--- src/rtl/riscv_core_pkg.sv ---
// Shared core constants for the write-back path: widths, channel map and
// arbitration modes, plus a small wrap-around helper for channel pointers.
package riscv_core_pkg;

   localparam int XLEN       = 32;
   localparam int REG_ADDR_W = 5;
   localparam int NUM_WB_CH  = 3;

   // Write-back channel map (lower index = higher fixed priority)
   localparam int WB_CH_ALU  = 0;
   localparam int WB_CH_JB   = 1;
   localparam int WB_CH_DMEM = 2;

   typedef enum logic {
      ARB_FIXED = 1'b0,
      ARB_RR    = 1'b1
   } arb_mode_e;

   // Channel index following idx, wrapping at n
   function automatic int wrap_inc(input int idx, input int n);
      return (idx + 1 >= n) ? 0 : idx + 1;
   endfunction

endpackage

--- src/rtl/wb_channel_fifo.sv ---
// Per-channel write-back FIFO holding {addr, data} entries.
// Head is visible combinationally so the arbiter can pop it on the grant edge.
// Macro WB_HAZARD_CHECK_EN: exposes a per-entry valid/addr view for the
// read-after-write hazard compare in the arbiter.
module wb_channel_fifo
   import riscv_core_pkg::*;
#(
   parameter int DATA_W = XLEN,
   parameter int ADDR_W = REG_ADDR_W,
   parameter int DEPTH  = 2
) (
   input  logic              clk,
   input  logic              reset,
   input  logic              push,
   input  logic              pop,
   input  logic [ADDR_W-1:0] din_addr,
   input  logic [DATA_W-1:0] din_data,
   output logic              full,
   output logic              empty,
   output logic [ADDR_W-1:0] head_addr,
   output logic [DATA_W-1:0] head_data
`ifdef WB_HAZARD_CHECK_EN
   ,
   output logic [DEPTH-1:0]        entry_valid,
   output logic [DEPTH*ADDR_W-1:0] entry_addr
`endif
);

   localparam int WIDTH = ADDR_W + DATA_W;
   localparam int PTR_W = $clog2(DEPTH);

   logic [WIDTH-1:0] mem_q [DEPTH];
   logic [PTR_W-1:0] wr_ptr_q, wr_ptr_d;
   logic [PTR_W-1:0] rd_ptr_q, rd_ptr_d;
   logic [PTR_W:0]   count_q, count_d;
   logic             do_push, do_pop;

   assign full    = (count_q == (PTR_W+1)'(DEPTH));
   assign empty   = (count_q == '0);
   assign do_push = push && !full;
   assign do_pop  = pop && !empty;

   assign head_addr = mem_q[rd_ptr_q][WIDTH-1 -: ADDR_W];
   assign head_data = mem_q[rd_ptr_q][DATA_W-1:0];

   // Pointer and occupancy next-state; push and pop together leave count unchanged
   always_comb begin
      wr_ptr_d = wr_ptr_q;
      rd_ptr_d = rd_ptr_q;
      count_d  = count_q;
      if (do_push) wr_ptr_d = wr_ptr_q + PTR_W'(1);
      if (do_pop)  rd_ptr_d = rd_ptr_q + PTR_W'(1);
      if (do_push && !do_pop)      count_d = count_q + (PTR_W+1)'(1);
      else if (!do_push && do_pop) count_d = count_q - (PTR_W+1)'(1);
   end

   // Control state register; reset discards all pending entries
   always_ff @(posedge clk) begin
      if (reset) begin
         wr_ptr_q <= '0;
         rd_ptr_q <= '0;
         count_q  <= '0;
      end else begin
         wr_ptr_q <= wr_ptr_d;
         rd_ptr_q <= rd_ptr_d;
         count_q  <= count_d;
      end
   end

   // Entry storage; contents need no reset because count gates validity
   always_ff @(posedge clk) begin
      if (do_push) mem_q[wr_ptr_q] <= {din_addr, din_data};
   end

`ifdef WB_HAZARD_CHECK_EN
   // Entry gi is live when its distance from the read pointer is below count
   for (genvar gi = 0; gi < DEPTH; gi++) begin : g_view
      assign entry_valid[gi] = ({1'b0, PTR_W'(gi) - rd_ptr_q}) < count_q;
      assign entry_addr[gi*ADDR_W +: ADDR_W] = mem_q[gi][WIDTH-1 -: ADDR_W];
   end
`endif

endmodule

--- src/rtl/writeback_arbiter.sv ---
// Register-file write-back arbiter: NUM_CH buffered producer channels share
// the single register_file write port, one registered write per cycle.
// Macro WB_HAZARD_CHECK_EN: adds chk_index1/2 -> chk_hazard1/2 compare ports.
module writeback_arbiter
   import riscv_core_pkg::*;
#(
   parameter int NUM_CH     = NUM_WB_CH,
   parameter int DATA_W     = XLEN,
   parameter int ADDR_W     = REG_ADDR_W,
   parameter int FIFO_DEPTH = 2,
   parameter int ARB_MODE   = int'(ARB_FIXED)
) (
   input  logic                     clk,
   input  logic                     reset,
   input  logic [NUM_CH-1:0]        req_valid,
   output logic [NUM_CH-1:0]        req_ready,
   input  logic [NUM_CH*ADDR_W-1:0] req_addr,
   input  logic [NUM_CH*DATA_W-1:0] req_data,
   output logic                     wr_en,
   output logic [ADDR_W-1:0]        wr_index,
   output logic [DATA_W-1:0]        wr_data,
   output logic                     pending
`ifdef WB_HAZARD_CHECK_EN
   ,
   input  logic [ADDR_W-1:0]        chk_index1,
   input  logic [ADDR_W-1:0]        chk_index2,
   output logic                     chk_hazard1,
   output logic                     chk_hazard2
`endif
);

   localparam int CH_W = $clog2(NUM_CH);

   logic [NUM_CH-1:0] full, empty, push, pop;
   logic [ADDR_W-1:0] head_addr [NUM_CH];
   logic [DATA_W-1:0] head_data [NUM_CH];

   logic              grant_vld;
   logic [CH_W-1:0]   grant_idx;
   logic [CH_W-1:0]   rr_q, rr_d;
   logic              wr_en_q;
   logic [ADDR_W-1:0] wr_index_q;
   logic [DATA_W-1:0] wr_data_q;

`ifdef WB_HAZARD_CHECK_EN
   localparam int NE = NUM_CH * FIFO_DEPTH;
   logic [NE-1:0]        ent_valid;
   logic [NE*ADDR_W-1:0] ent_addr;
`endif

   for (genvar gi = 0; gi < NUM_CH; gi++) begin : g_ch
      // Ready is purely !full, so a full FIFO refuses even if it pops this edge
      assign push[gi] = req_valid[gi] && !full[gi];

      wb_channel_fifo #(
         .DATA_W (DATA_W),
         .ADDR_W (ADDR_W),
         .DEPTH  (FIFO_DEPTH)
      ) u_fifo (
         .clk        (clk),
         .reset      (reset),
         .push       (push[gi]),
         .pop        (pop[gi]),
         .din_addr   (req_addr[gi*ADDR_W +: ADDR_W]),
         .din_data   (req_data[gi*DATA_W +: DATA_W]),
         .full       (full[gi]),
         .empty      (empty[gi]),
         .head_addr  (head_addr[gi]),
         .head_data  (head_data[gi])
`ifdef WB_HAZARD_CHECK_EN
         ,
         .entry_valid(ent_valid[gi*FIFO_DEPTH +: FIFO_DEPTH]),
         .entry_addr (ent_addr[gi*FIFO_DEPTH*ADDR_W +: FIFO_DEPTH*ADDR_W])
`endif
      );
   end

   assign req_ready = ~full;

   // Grant selection: scanning in reverse so the first channel in search order wins
   always_comb begin
      grant_vld = 1'b0;
      grant_idx = '0;
      if (ARB_MODE == int'(ARB_RR)) begin
         for (int k = NUM_CH - 1; k >= 0; k--) begin
            int c;
            c = int'(rr_q) + k;
            if (c >= NUM_CH) c = c - NUM_CH;
            if (!empty[CH_W'(c)]) begin
               grant_vld = 1'b1;
               grant_idx = CH_W'(c);
            end
         end
      end else begin
         for (int k = NUM_CH - 1; k >= 0; k--) begin
            if (!empty[CH_W'(k)]) begin
               grant_vld = 1'b1;
               grant_idx = CH_W'(k);
            end
         end
      end
   end

   // One-hot pop of the granted head and round-robin pointer advance
   always_comb begin
      pop  = '0;
      rr_d = rr_q;
      if (grant_vld) begin
         pop[grant_idx] = 1'b1;
         if (ARB_MODE == int'(ARB_RR)) rr_d = CH_W'(wrap_inc(int'(grant_idx), NUM_CH));
      end
   end

   // Registered write port; x0 entries are consumed without a write
   always_ff @(posedge clk) begin
      if (reset) begin
         wr_en_q    <= 1'b0;
         wr_index_q <= '0;
         wr_data_q  <= '0;
         rr_q       <= '0;
      end else begin
         wr_en_q <= grant_vld && (head_addr[grant_idx] != '0);
         rr_q    <= rr_d;
         if (grant_vld) begin
            wr_index_q <= head_addr[grant_idx];
            wr_data_q  <= head_data[grant_idx];
         end
      end
   end

   assign wr_en    = wr_en_q;
   assign wr_index = wr_index_q;
   assign wr_data  = wr_data_q;
   assign pending  = (|(~empty)) | wr_en_q;

`ifdef WB_HAZARD_CHECK_EN
   // A nonzero index is hazardous while any live entry or the issuing write targets it
   function automatic logic hazard_hit(input logic [ADDR_W-1:0]    idx,
                                       input logic [NE-1:0]        v,
                                       input logic [NE*ADDR_W-1:0] a,
                                       input logic                 en,
                                       input logic [ADDR_W-1:0]    widx);
      logic hit;
      hit = en && (widx == idx);
      for (int e = 0; e < NE; e++) begin
         if (v[e] && (a[e*ADDR_W +: ADDR_W] == idx)) hit = 1'b1;
      end
      return hit && (idx != '0);
   endfunction

   assign chk_hazard1 = hazard_hit(chk_index1, ent_valid, ent_addr, wr_en_q, wr_index_q);
   assign chk_hazard2 = hazard_hit(chk_index2, ent_valid, ent_addr, wr_en_q, wr_index_q);
`endif

endmodule

--- config.mk ---
export PLATFORM = sky130hd
export DESIGN_NAME = writeback_arbiter
export DESIGN_NICKNAME = d
export VERILOG_FILES = /design/src/rtl/riscv_core_pkg.sv /design/src/rtl/wb_channel_fifo.sv /design/src/rtl/writeback_arbiter.sv
export SDC_FILE = /design/constraint.sdc
export NUM_CORES = 1
export LEC_CHECK = 0
export BUFFER_PORTS_ARGS = -buffer_cell sky130_fd_sc_hd__buf_2
export CAP_MARGIN = 20
export CORE_MARGIN = 2
export CORE_UTILIZATION = 60
export DETAILED_ROUTE_END_ITERATION = 8
export HOLD_SLACK_MARGIN = 0.1
export PLACE_DENSITY = 0.84
export SYNTH_ARGS = -nofsm -noshare
export SYNTH_HDL_FRONTEND = slang
export SYNTH_HIERARCHICAL = 1
export SYNTH_SLANG_ARGS = --single-unit
export TNS_END_PERCENT = 50
--- constraint.sdc ---
create_clock -name clk -period 6.2 [get_ports clk]
set_input_delay 0.31 -clock clk [delete_from_list [all_inputs] [get_ports clk]]
set_output_delay 0.31 -clock clk [all_outputs]
set_load 0.005 [all_outputs]
; Word level (Yosys, flattened, before mapping)
; Memories as Yosys holds them, arrays and structs flattened. A register that Yosys moved wholly into a read port is not among the register bits.
; Cells that the tools add are included.
[classes]
n_reduce_logical = 37
mux = 31
order_cmp = 3
n_eq_ne = 3
bitwise_logic = 4
add_sub_neg = 12
[ops]
columns = cell, count
row1 = $bmux 32 s2, 1
row2 = $mux 32, 2
row3 = $logic_and 1x1->1, 17
row4 = $mux 2, 8
row5 = $mux 1, 15
row6 = $logic_not 1->1, 12
row7 = $bmux 5 s2, 1
row8 = $mux 5, 2
row9 = $add 1x1->1 const B, 6
row10 = $add 2x1->2 const B, 3
row11 = $eq 2x2->1 const B, 3
row12 = $logic_not 2->1, 3
row13 = $not 3->3, 2
row14 = $reduce_bool 2->1, 3
row15 = $sub 2x1->2 const B, 3
row16 = $reduce_bool 5->1, 1
row17 = $ge 3x3->1 const B, 1
row18 = $lt 2x3->1 const B, 1
row19 = $mux 3, 1
row20 = $not 2->3, 1
row21 = $reduce_or 3->1, 1
row22 = $demux 1 s2, 1
row23 = $ge 2x1->1 const B, 1
row24 = $or 1x1->1, 1
[totals]
mem_bits_rw = 222
elab_cells = 105
n_memories = 3
ff_bits = 50
[mem_list]
columns = name, depth, word_bits, rd, rd_clocked_by_memory_dff, write_ports, line
row1 = g_ch[0].u_fifo.mem_q, 2, 37, 1, 1, 1, wb_channel_fifo.sv:32  ; logic [WIDTH-1:0] mem_q [DEPTH];
row2 = g_ch[1].u_fifo.mem_q, 2, 37, 1, 1, 1, wb_channel_fifo.sv:32
row3 = g_ch[2].u_fifo.mem_q, 2, 37, 1, 1, 1, wb_channel_fifo.sv:32

; Longest topological paths before layout
; Gate-level depths: netlist (run 1).
[logic_depth]
depth_word = 12
depth_mapped = 9
ltp_nobuf = 8

; Hierarchy
; Netlist (run 1), hierarchy kept.
[modules_own_cells]
columns = module, area_per_inst_um2, cells_per_inst, instances
row1 = wb_channel_fifo, 2884.0, 140, 3
row2 = writeback_arbiter, 1395.1, 176, 1

; Least setup slack after synthesis (run 1)
; OpenSTA, ideal clock, no wires.
[synth_path]
kind = reg2reg
start = register g_ch[0].u_fifo.count_q[1]
end = memory g_ch[0].u_fifo/mem_q[0][0] (netlist name), enable pin
stages_incl_launch_ff = 6
setup_time_ns = 0.392
period_less_slack_ns = 2.124
setup_slack_ns = 4.076
path_buffers = 0
arrival_time_ns = 1.732
required_ns = 5.808
path_cell_list = dfxtp_1 nor2b_2 nor2b_1 inv_1 or3_1 inv_1
[synth_via]
elab_chain_cells = 6
[synth_lines]
columns = element, line
row1 = start: declaration, wb_channel_fifo.sv:35  ; logic [PTR_W:0] count_q, count_d;
row2 = start signal: assignment, wb_channel_fifo.sv:66  ; count_q <= count_d;
row3 = $eq 2x2->1, wb_channel_fifo.sv:38  ; assign full = (count_q == (PTR_W+1)'(DEPTH));
row4 = named net full[0], writeback_arbiter.sv:34  ; logic [NUM_CH-1:0] full, empty, push, pop;
row5 = $logic_not 1->1, writeback_arbiter.sv:53  ; assign push[gi] = req_valid[gi] && !full[gi];
row6 = $logic_and 1x1->1, writeback_arbiter.sv:53
row7 = named net push[0], writeback_arbiter.sv:34
row8 = $logic_and 1x1->1, wb_channel_fifo.sv:40  ; assign do_push = push && !full;
row9 = $mux 1, wb_channel_fifo.sv:72  ; if (do_push) mem_q[wr_ptr_q] <= {din_addr, din_data};
row10 = $mux 1 (implied by the code), wb_channel_fifo.sv:72
row11 = end: declaration, wb_channel_fifo.sv:32
; The timed path passes the listed nets, and every way through them passes these cells.

; Worst setup path after layout (run 1)
[layout_path]
start = register g_ch[1].u_fifo.count_q[0]
end = register g_ch[0].u_fifo.count_q[1]
[layout_via]
elab_chain_cells = 12
elab_cells_between_ends = 15
cone_classes = order compare: 2 / mux: 6 / reduce/logical: 7
[layout_lines]
columns = element, line
row1 = start: declaration, wb_channel_fifo.sv:35
row2 = start signal: assignment, wb_channel_fifo.sv:66
row3 = $logic_not 2->1 (*), wb_channel_fifo.sv:39  ; assign empty = (count_q == '0);
row4 = named net empty[1], writeback_arbiter.sv:34
row5 = $mux 2 (*) (2 in series), writeback_arbiter.sv:96  ; if (!empty[CH_W'(k)]) begin
row6 = $lt 2x3->1 (implied by the code) / $ge 2x1->1 (equally long branches), writeback_arbiter.sv:109  ; pop[grant_idx] = 1'b1;
row7 = $logic_and 1x1->1 (implied by the code), writeback_arbiter.sv:109
row8 = $mux 1 (implied by the code), writeback_arbiter.sv:109
row9 = $demux 1 s2 (*), writeback_arbiter.sv:109
row10 = $mux 3 (*), writeback_arbiter.sv:108  ; if (grant_vld) begin
row11 = $logic_and 1x1->1 (*), wb_channel_fifo.sv:41  ; assign do_pop = pop && !empty;
row12 = $logic_not 1->1, wb_channel_fifo.sv:53  ; if (do_push && !do_pop) count_d = count_q + (PTR_W+1)'(1);
row13 = $logic_and 1x1->1, wb_channel_fifo.sv:53
row14 = $mux 2 / $reduce_bool 2->1 (equally long branches), --
; The timed path passes the listed nets; every way through them passes the cells marked *. The select of a mux whose other input is x is not followed.
; A chain may end at the register's enable or synchronous reset.

==> impl_metrics.tcl, run 1 <==
set metrics [dict create \
    syn_inst 470 \
    grt_pass1_vias 4778 \
    min_path_cells 5 \
    first_pass_iters 4 \
    path_clk_slew_ns 0.06 \
    critPathMaxFanout 40 \
    rows 40 \
    p_sw_share_pct 28.87 \
    wl_per_cell_um 18.39 \
    grt_pass1_wl_um 23370 \
    run_status "finished, final reports clean" \
    internal-power_uw 2834 \
    fin_skew_ns 0.01108 \
    reg2reg_slack_ns 2.90 \
    overflow 0 \
    die_area_um2 13030 \
    final_util_pct 77.88 \
    maxCapViolCount 0 \
    portBuffers 120 \
    cts_max_path_buffers 2 \
    hpwl_um 8012 \
    r2r-start "g_ch[1].u_fifo/count_q[0]$_SDFFE_PP0P_" \
    hold_viol 0 \
    path_cells "nor2_1 > nor2b_4 > inv_2 > o21ai_0 > ha_1 > or3_1 > a21oi_1" \
    area_growth_pct 27.45 \
    rsz0062_at_grt "no" \
    p_comb_share_pct 24.9 \
    fp.dieW_um 114.1 \
    place.gp.congestion 0.7514 \
    htree_levels 4 \
    synth_nets 589 \
    leakage_uw 0.003556 \
    hold_buffers 74 \
    core_area_um2 11910 \
    slowest_delay_ns 0.83 \
    path_class "reg2reg" \
    start_kind "flop" \
    cts_setup_buffers 0 \
    r2r_end "g_ch[0].u_fifo/count_q[1]$_SDFFE_PP0P_" \
    root_buffer "clkbuf_16" \
    num-fill-cells 704 \
    cts_made_buffers 17 \
    cp.arrival_ns 3.63 \
    finalCritPeriodShare_pct 53.15 \
    num_vias 4437 \
    cp_slowest_cell "nor2b_4" \
    ios 158 \
    cts_tree "built" \
    fin_hold_ws_ns 0.3972 \
    relSlewSlack_pct 29.75 \
    nets 782 \
    crit_required_ns 6.53 \
    tightest_slew_ns 1.052 \
    worstRegToRegCells 7 \
    yosysWarnings 6 \
    drt_iter0_drc 292 \
    worstSetupStartpoint "g_ch[1].u_fifo/count_q[0]$_SDFFE_PP0P_" \
    period_minus_slack_ns 3.295 \
    drt-vias-per-instance 5.391 \
    hold_path_end "g_ch[0].u_fifo/wr_ptr_q$_SDFFE_PP0P_" \
    fin_area_um2 9276 \
    min_from "req_valid[0]" \
    antenna_found_initial 0 \
    slew_violations 0 \
    sequentialPowerShare_pct 47.7 \
    ant_nets 0 \
    worst_skew_pair.late_latency_ns 0.43 \
    syn_avg_cell_area_um2 15.49 \
    synth_area_um2 7278 \
    ir_drop_v 0.0002545 \
    power.switching_uw 1150 \
    die_h_um 114.1 \
    drc_errors 0 \
    drive_gt1_share_pct 34.32 \
    final.setup.tns_ns 0 \
    powerDensity_nw_per_um2 429.5 \
    routed_wl_um 15130 \
    cts.repair.resized 0 \
    diodes 0 \
    gr-usage-all-layers_pct 24.11 \
    fmax_ghz 0.3035 \
    placed_area_um2 7931 \
    setup-violations-final 0 \
    clockPowerShare_pct 27.4 \
    floorplan.initialDensity_pct 61.10 \
    hold_class "in2reg" \
    endpoint_kind "flop" \
    grt_max_degree 51 \
    cts.sinks 198 \
]
==> power groups by stage <==
stage                     Combinational [uW]  Clock, uW  Sequential, uW
after global routing                    1090       1150            1930
after detailed placement                 935          0            1920
final                                    992       1090            1900
after global placement                   895          0            1900
after floorplan                          747          0            1830
after CTS                                985       1100            1900
==> metal layers <==
metal	vias up	share of wire [%]	GRT usage, %
met5	-	0	0
met4	0	2.2	11.14
met3	25	4.7	5.135
met2	158	54	43.89
met1	2172	39	27.08
li1	2082	-	-
==> final cells by class <==
class | instances | area, um^2 | share of cell area, %
clock buffers | 27 | 546.8 | 5.894
multi-input cells | 243 | 1665 | 17.95
clock inverters | 5 | 57.56 | 0.6204
repair buffers | 194 | 1341 | 14.46
inverters | 9 | 33.78 | 0.3642
well taps | 147 | 183.9 | 1.983
flip-flops and latches | 198 | 5448 | 58.73
==> worst max path at each step <==
stage | cells past startpoint | slack, ns | to
3_5_place_dp | 7 | 2.93 | g_ch[0].u_fifo/count_q[1]$_SDFFE_PP0P_
6_report | 7 | 2.90 | g_ch[0].u_fifo/count_q[1]$_SDFFE_PP0P_
5_1_grt | 7 | 2.67 | g_ch[0].u_fifo/count_q[1]$_SDFFE_PP0P_
3_3_place_gp | 7 | 3.08 | g_ch[0].u_fifo/count_q[1]$_SDFFE_PP0P_
2_1_floorplan | 5 | 4.08 | g_ch[0].u_fifo/mem_q[0][0]$_DFFE_PP_
4_1_cts | 7 | 2.88 | g_ch[0].u_fifo/count_q[1]$_SDFFE_PP0P_
==> worst max-delay path: cells and delay by family, from the launching register on <==
family | cells | cell delay (ns)
buffers and inverters | 1 | 0.61
and+or+nand+nor | 3 | 1.31
DFF | 1 | 0.46
adders and majority gates | 1 | 0.33
AOI/OAI and AO/OA | 2 | 0.49
==> flip-flops by register name (all words and copies together) (netlist names), named ones only <==
name / flops
g_ch.u_fifo/count_q: 6
g_ch.u_fifo/mem_q: 148
g_ch.u_fifo/rd_ptr_q: 2
g_ch.u_fifo/wr_ptr_q: 2
wr_data: 32
wr_en: 1
wr_index: 5
==> stage by stage <==
step                total power (uW)  std cells  setup slack [ns]
finish                          3984        823             2.905
global route                    4179        823             2.666
CTS                             3984        823             2.876
detailed placement              2859        717             2.935
global placement                2798        717             3.077
floorplan                       2579        470             4.076
==> layout by cell type, fill, tap and decap left out <==
| cell | count |
|---|---|
| clkinvlp_4 | 3 |
| dfxtp_1 | 48 |
| ha_1 | 3 |
| o21ai_0 | 8 |
| and2_2 | 2 |
| conb_1 | 1 |
| a211oi_1 | 1 |
| nor2b_4 | 1 |
| bufinv_16 | 1 |
| clkbuf_1 | 5 |
| clkbuf_16 | 20 |
| edfxtp_1 | 148 |
| nand2_1 | 74 |
| dfxtp_2 | 2 |
| a21oi_1 | 42 |
| inv_1 | 6 |
| nor4_1 | 1 |
| nor2b_2 | 3 |
| dlygate4sd3_1 | 74 |
| buf_2 | 120 |
| nor3_1 | 2 |
| nand4b_1 | 1 |
| nor2_1 | 13 |
| or3_1 | 6 |
| inv_2 | 3 |
| mux2_2 | 74 |
| xor2_1 | 8 |
| clkbuf_8 | 2 |
| clkinv_2 | 1 |
| nor2b_1 | 3 |
Note: power is estimated with default switching activity, not from simulation.
==> inputs of run 2 (changes only) <==
- CORE_UTILIZATION: 60 -> 57
- PLACE_DENSITY: 0.84 -> 0.8
- clock period: 6.2 -> 3.1 ns (I/O delays scaled with it)
==> run 2 against run 1 <==
Global-route usage down 1.1 points. Critical path type unchanged. Non-clock buffer count up 7. Sequential cell count unchanged. Largest power group unchanged. Fmax up 43%. Combinational power up 110%. Final cell count up 3.9%. First-iteration DRC count up 17%.
==> impl_metrics.tcl, run 2 (synthesis gave the netlist of run 1 again) <==
set metrics [dict create \
    fin_skew_ns 0.009279 \
    hold_viol 0 \
    num_vias 4397 \
    final_common_cell "edfxtp_1" \
    slew_violations 0 \
    wl_per_cell_um 17.60 \
    place.gp.congestion 0.7799 \
    setup-violations-final 0 \
    place_ws_ns 0.8112 \
    drt_iter0_drc 343 \
    final_cell_mix "edfxtp_1 (148), buf_2 (120), nand2_1 (74), mux2_2 (74), dlygate4sd3_1 (74)" \
    p_sw_share_pct 29.57 \
    powerDensity_nw_per_um2 851.5 \
    run_status "finished, final reports clean" \
    crit_required_ns 3.45 \
    antenna_found_initial 0 \
    root_buffer "clkbuf_16" \
    final_cell_count_no_fill 855 \
    drive_gt1_share_pct 35.43 \
    diodes 0 \
    grt_pass1_wl_um 23000 \
    hold_class "in2reg" \
    p_comb_share_pct 25.9 \
    worst_slack_ns 0.7887 \
    final.setup.tns_ns 0 \
    routed_wl_um 15050 \
    critPathMaxFanout 21 \
    ios 158 \
    area_growth_pct 28.26 \
    hpwl_um 8489 \
    placed_cells 749 \
    clockPowerShare_pct 27.2 \
    cp.arrival_ns 2.66 \
    tightest_slew_ns 1.029 \
    floorplan.initialDensity_pct 57.91 \
    ant_nets 0 \
    core_area_um2 12570 \
    die_h_um 117 \
    portBuffers 120 \
    ir_drop_v 0.0005228 \
    cts_made_buffers 17 \
    cts.repair.resized 0 \
    start_kind "flop" \
    cts_tree "built" \
    nets 789 \
    drt-vias-per-instance 5.143 \
    internal-power_uw 5599 \
    fp.dieW_um 117 \
    regMostFlops "g_ch.u_fifo/mem_q" \
    drc_errors 0 \
    die_area_um2 13690 \
    worst_skew_pair.late_latency_ns 0.43 \
    overflow 0 \
    cts.sinks 198 \
    fmax_ghz 0.4327 \
    power.switching_uw 2350 \
    min_from "req_valid[1]" \
    grt_pass1_vias 4689 \
    endpoint_kind "flop" \
    path_class "reg2reg" \
    finalCritPeriodShare_pct 74.56 \
    cts_setup_buffers 0 \
    period_minus_slack_ns 2.311 \
    path_clk_slew_ns 0.07 \
    sequentialPowerShare_pct 46.9 \
    worstSetupStartpoint "g_ch[1].u_fifo/count_q[0]$_SDFFE_PP0P_" \
    total_power_uw 7949 \
    largest_register_ffs 148 \
    htree_levels 4 \
    first_pass_iters 4 \
    r2r-start "g_ch[1].u_fifo/count_q[0]$_SDFFE_PP0P_" \
    leakage_uw 0.003579 \
    cts_max_path_buffers 2 \
    grt_max_degree 51 \
    rsz0062_at_grt "no" \
    relSlewSlack_pct 31.37 \
    rows 41 \
    maxCapViolCount 0 \
    gr-usage-all-layers_pct 23.04 \
]
run 2: cell types whose count changed in the layout (fill, tap and decap cells not counted):
cell	delta
buf_4	+7
clkbuf_1	-3
clkbuf_16	-3
inv_6	+3
clkbuf_8	-2
bufinv_16	+1
clkinv_2	+1
clkinv_4	+1
clkinvlp_4	+1
inv_8	+1
run 2: final cells by class:
class	instances	area [um^2]
clock inverter	13	146.4
fill	743	3233
sequential	198	5448
timing repair buffer	201	1394
multi-input combinational	243	1665
inverter	9	33.78
tap	172	215.2
clock buffer	19	432.9
run 2: final timing paths:
kind | depth (start not counted) | slack, ns | endpoint
hold reg to reg | 2 | 0.50 | g_ch[0].u_fifo/wr_ptr_q$_SDFFE_PP0P_
setup reg to reg | 7 | 0.79 | g_ch[1].u_fifo/count_q[1]$_SDFFE_PP0P_
setup / recovery | 7 | 0.79 | g_ch[1].u_fifo/count_q[1]$_SDFFE_PP0P_
hold / removal | 5 | 0.24 | g_ch[1].u_fifo/wr_ptr_q$_SDFFE_PP0P_
run 2: power by group through the flow:
| stage | Sequential [uW] | Combinational, uW | Clock, uW |
|---|---|---|---|
| after detailed placement | 3770 | 1980 | 0 |
| after global placement | 3740 | 1910 | 0 |
| after CTS | 3720 | 2070 | 2170 |
| final | 3730 | 2060 | 2160 |
| after global routing | 3780 | 2270 | 2280 |
| after floorplan | 3660 | 1490 | 0 |
run 2: layer usage:
metal,global-route usage [%],vias up,wire (um)
li1,-,2092,-
met1,25.71,2124,5993
met2,41.58,147,7957
met3,5.252,34,670
met4,11.37,0,426
met5,0,-,0
run 2: what timing repair did:
action | CTS | global route
endpoints found under the setup margin | 0 | 0
endpoints found under the hold margin | 148 | 0
hold buffers | 74 | 0
run 2: critical path, cell delays in order, from the launching register on:
cell and delay, ns:
dfxtp_1 0.44, nor2_1 0.13, nor2b_4 0.49, o21ai_0 0.30, ha_1 0.27, xor2_1 0.15, or3_1 0.32, a21oi_1 0.14
run 2: stage by stage:
stage	utilization (%)	hold slack [ns]	area [um^2]
6_report	74.28	0.2438	9335
3_3_place_gp	63.77	0.3422	8015
3_5_place_dp	63.77	0.3459	8015
4_1_cts	74.28	0.2243	9335
5_1_grt	74.28	0.2873	9335
2_1_floorplan	-	0.2241	7278
==> inputs of run 3 (changes only) <==
- clock period: 3.1 -> 2.3 ns (I/O delays scaled with it)
==> run 3 against run 2 <==
Clock power rose by 22%. Clock skew grew 0.0014 ns. Hold slack got worse by 0.031 ns. First-iteration DRC count shrank 16%. Combinational power grew 40%. Largest cell class unchanged. Largest power group unchanged. Highest routed layer unchanged.
==> impl_metrics.tcl, run 3 (synthesis gave the netlist of run 1 again) <==
set metrics [dict create \
    maxCapViolCount 0 \
    crit_required_ns 2.65 \
    htree_levels 4 \
    ios 158 \
    hold_path_end "g_ch[1].u_fifo/wr_ptr_q$_SDFFE_PP0P_" \
    fmax_ghz 0.5495 \
    final_cell_count_no_fill 861 \
    hold_class "in2reg" \
    worst_skew_pair.late_latency_ns 0.43 \
    num-fill-cells 773 \
    core_area_um2 12570 \
    antenna_found_initial 0 \
    hold_viol 0 \
    cts_setup_buffers 0 \
    slew_violations 0 \
    hpwl_um 8496 \
    drt-vias-per-instance 5.013 \
    met3_usage_pct 4.583 \
    setup-violations-final 0 \
    leakage_uw 0.003589 \
    largest_register_ffs 148 \
    routed_wl_um 14360 \
    use_met1_pct 23.85 \
    final.setup.tns_ns 0 \
    regArea_um2 5448 \
    path_class "reg2reg" \
    final_common_cell "edfxtp_1" \
    relSlewSlack_pct 29.45 \
    min_path_cells 5 \
    drt_iter0_drc 288 \
    grt_pass1_wl_um 21800 \
    worst_slack_ns 0.4802 \
    placed_cells 755 \
    wl_per_cell_um 16.68 \
    diodes 0 \
    rows 41 \
    powerDensity_nw_per_um2 1121 \
    grt.busiest_layer "met2" \
    first_pass_iters 4 \
    die_h_um 117 \
    place.gp.congestion 0.7108 \
    drive_gt1_share_pct 35.70 \
    total_power_uw 10470 \
    portBuffers 120 \
    floorplan.initialDensity_pct 57.91 \
    fp.dieW_um 117 \
    run_status "finished, final reports clean" \
    r2r_end "g_ch[0].u_fifo/count_q[1]$_SDFFE_PP0P_" \
    multiInputGateArea_um2 1665 \
    endpoint_kind "flop" \
    cp.arrival_ns 2.17 \
    finalCritPeriodShare_pct 79.12 \
    gr-usage-all-layers_pct 21.82 \
    tightest_slew_ns 1.058 \
    overflow 0 \
    min_from "req_valid[1]" \
    final_cell_mix "edfxtp_1 (148), buf_2 (120), nand2_1 (74), mux2_2 (74), dlygate4sd3_1 (74)" \
    drc_errors 0 \
    cts_max_path_buffers 2 \
    regMostFlops "g_ch.u_fifo/mem_q" \
    root_buffer "clkbuf_16" \
    ant_nets 0 \
    critPathMaxFanout 5 \
    r2r-start "g_ch[1].u_fifo/count_q[0]$_SDFFE_PP0P_" \
    num_vias 4316 \
    cts.sinks 198 \
    place_ws_ns 0.4764 \
    grt_pass1_vias 4517 \
    cts_tree "built" \
    fin_hold_ws_ns 0.2132 \
    start_kind "flop" \
    ir_drop_v 0.0005710 \
    use_met2_pct 41.35 \
    reg2reg_slack_ns 0.48 \
    cts_made_buffers 17 \
    area_growth_pct 28.31 \
    period_minus_slack_ns 1.820 \
    die_area_um2 13690 \
    grt_max_degree 51 \
    nets 795 \
    fin_skew_ns 0.01066 \
    worstRegToRegCells 7 \
    path_clk_slew_ns 0.06 \
    rsz0062_at_grt "no" \
]
run 3: changes by cell type in the layout (fill, tap and decap cells not counted), sizes merged:
cell    previous run  this run
bufinv             2         0
clkinv             3         6
inv               13        11
buf              127       133
clkbuf            19        20
run 3: worst max-delay path by stage:
stage,startpoint,endpoint,depth (start not counted)
2_1_floorplan,g_ch[0].u_fifo/count_q[1]$_SDFFE_PP0P_,g_ch[0].u_fifo/mem_q[0][0]$_DFFE_PP_,5
3_3_place_gp,g_ch[1].u_fifo/count_q[0]$_SDFFE_PP0P_,g_ch[1].u_fifo/mem_q[0][25]$_DFFE_PP_,6
3_5_place_dp,g_ch[1].u_fifo/count_q[0]$_SDFFE_PP0P_,g_ch[1].u_fifo/mem_q[0][25]$_DFFE_PP_,6
4_1_cts,g_ch[1].u_fifo/count_q[0]$_SDFFE_PP0P_,g_ch[1].u_fifo/mem_q[0][20]$_DFFE_PP_,6
5_1_grt,g_ch[1].u_fifo/count_q[0]$_SDFFE_PP0P_,g_ch[1].u_fifo/mem_q[0][19]$_DFFE_PP_,6
6_report,g_ch[1].u_fifo/count_q[0]$_SDFFE_PP0P_,g_ch[0].u_fifo/count_q[1]$_SDFFE_PP0P_,7
run 3: area by class of cell:
class                           count  share of cell area (%)
Multi-Input combinational cell    243                   17.83
Clock buffer                       20                   4.783
Inverter                            9                  0.3617
Clock inverter                     12                  0.8441
Tap cell                          172                   2.304
Sequential cell                   198                   58.33
Timing Repair Buffer              207                   15.54
run 3: critical path, cell delays in order, from the launching register on:
cell     delay [ns]
dfxtp_1        0.44
nor2_1         0.11
nor2b_4        0.16
inv_2          0.05
o21ai_0        0.14
ha_1           0.33
or3_1          0.38
a21oi_1        0.14
run 3: report_power, final:
group          switching, uW  internal (uW)  total, uW
combinational           1570           1320       2890
clock                   1230           1400       2630
sequential               286           4660       4950
total                   3080           7390      10500
run 3: layer usage:
metal	wire length [um]	share of wire [%]
met4	278	1.9
met1	5762	40
met3	597	4.2
met2	7726	54
met5	0	0
run 3: timing repair:
action	in CTS	in global routing
resized for setup	0	0
hold buffers	74	0
hold endpoints to repair	148	0
run 3: per-stage QoR:
step	area (um^2)	utilization, %
final	9339	74.31
after global routing	9339	74.31
after CTS	9339	74.31
after detailed placement	8073	64.23
after global placement	8073	64.23
after floorplan	7278	-
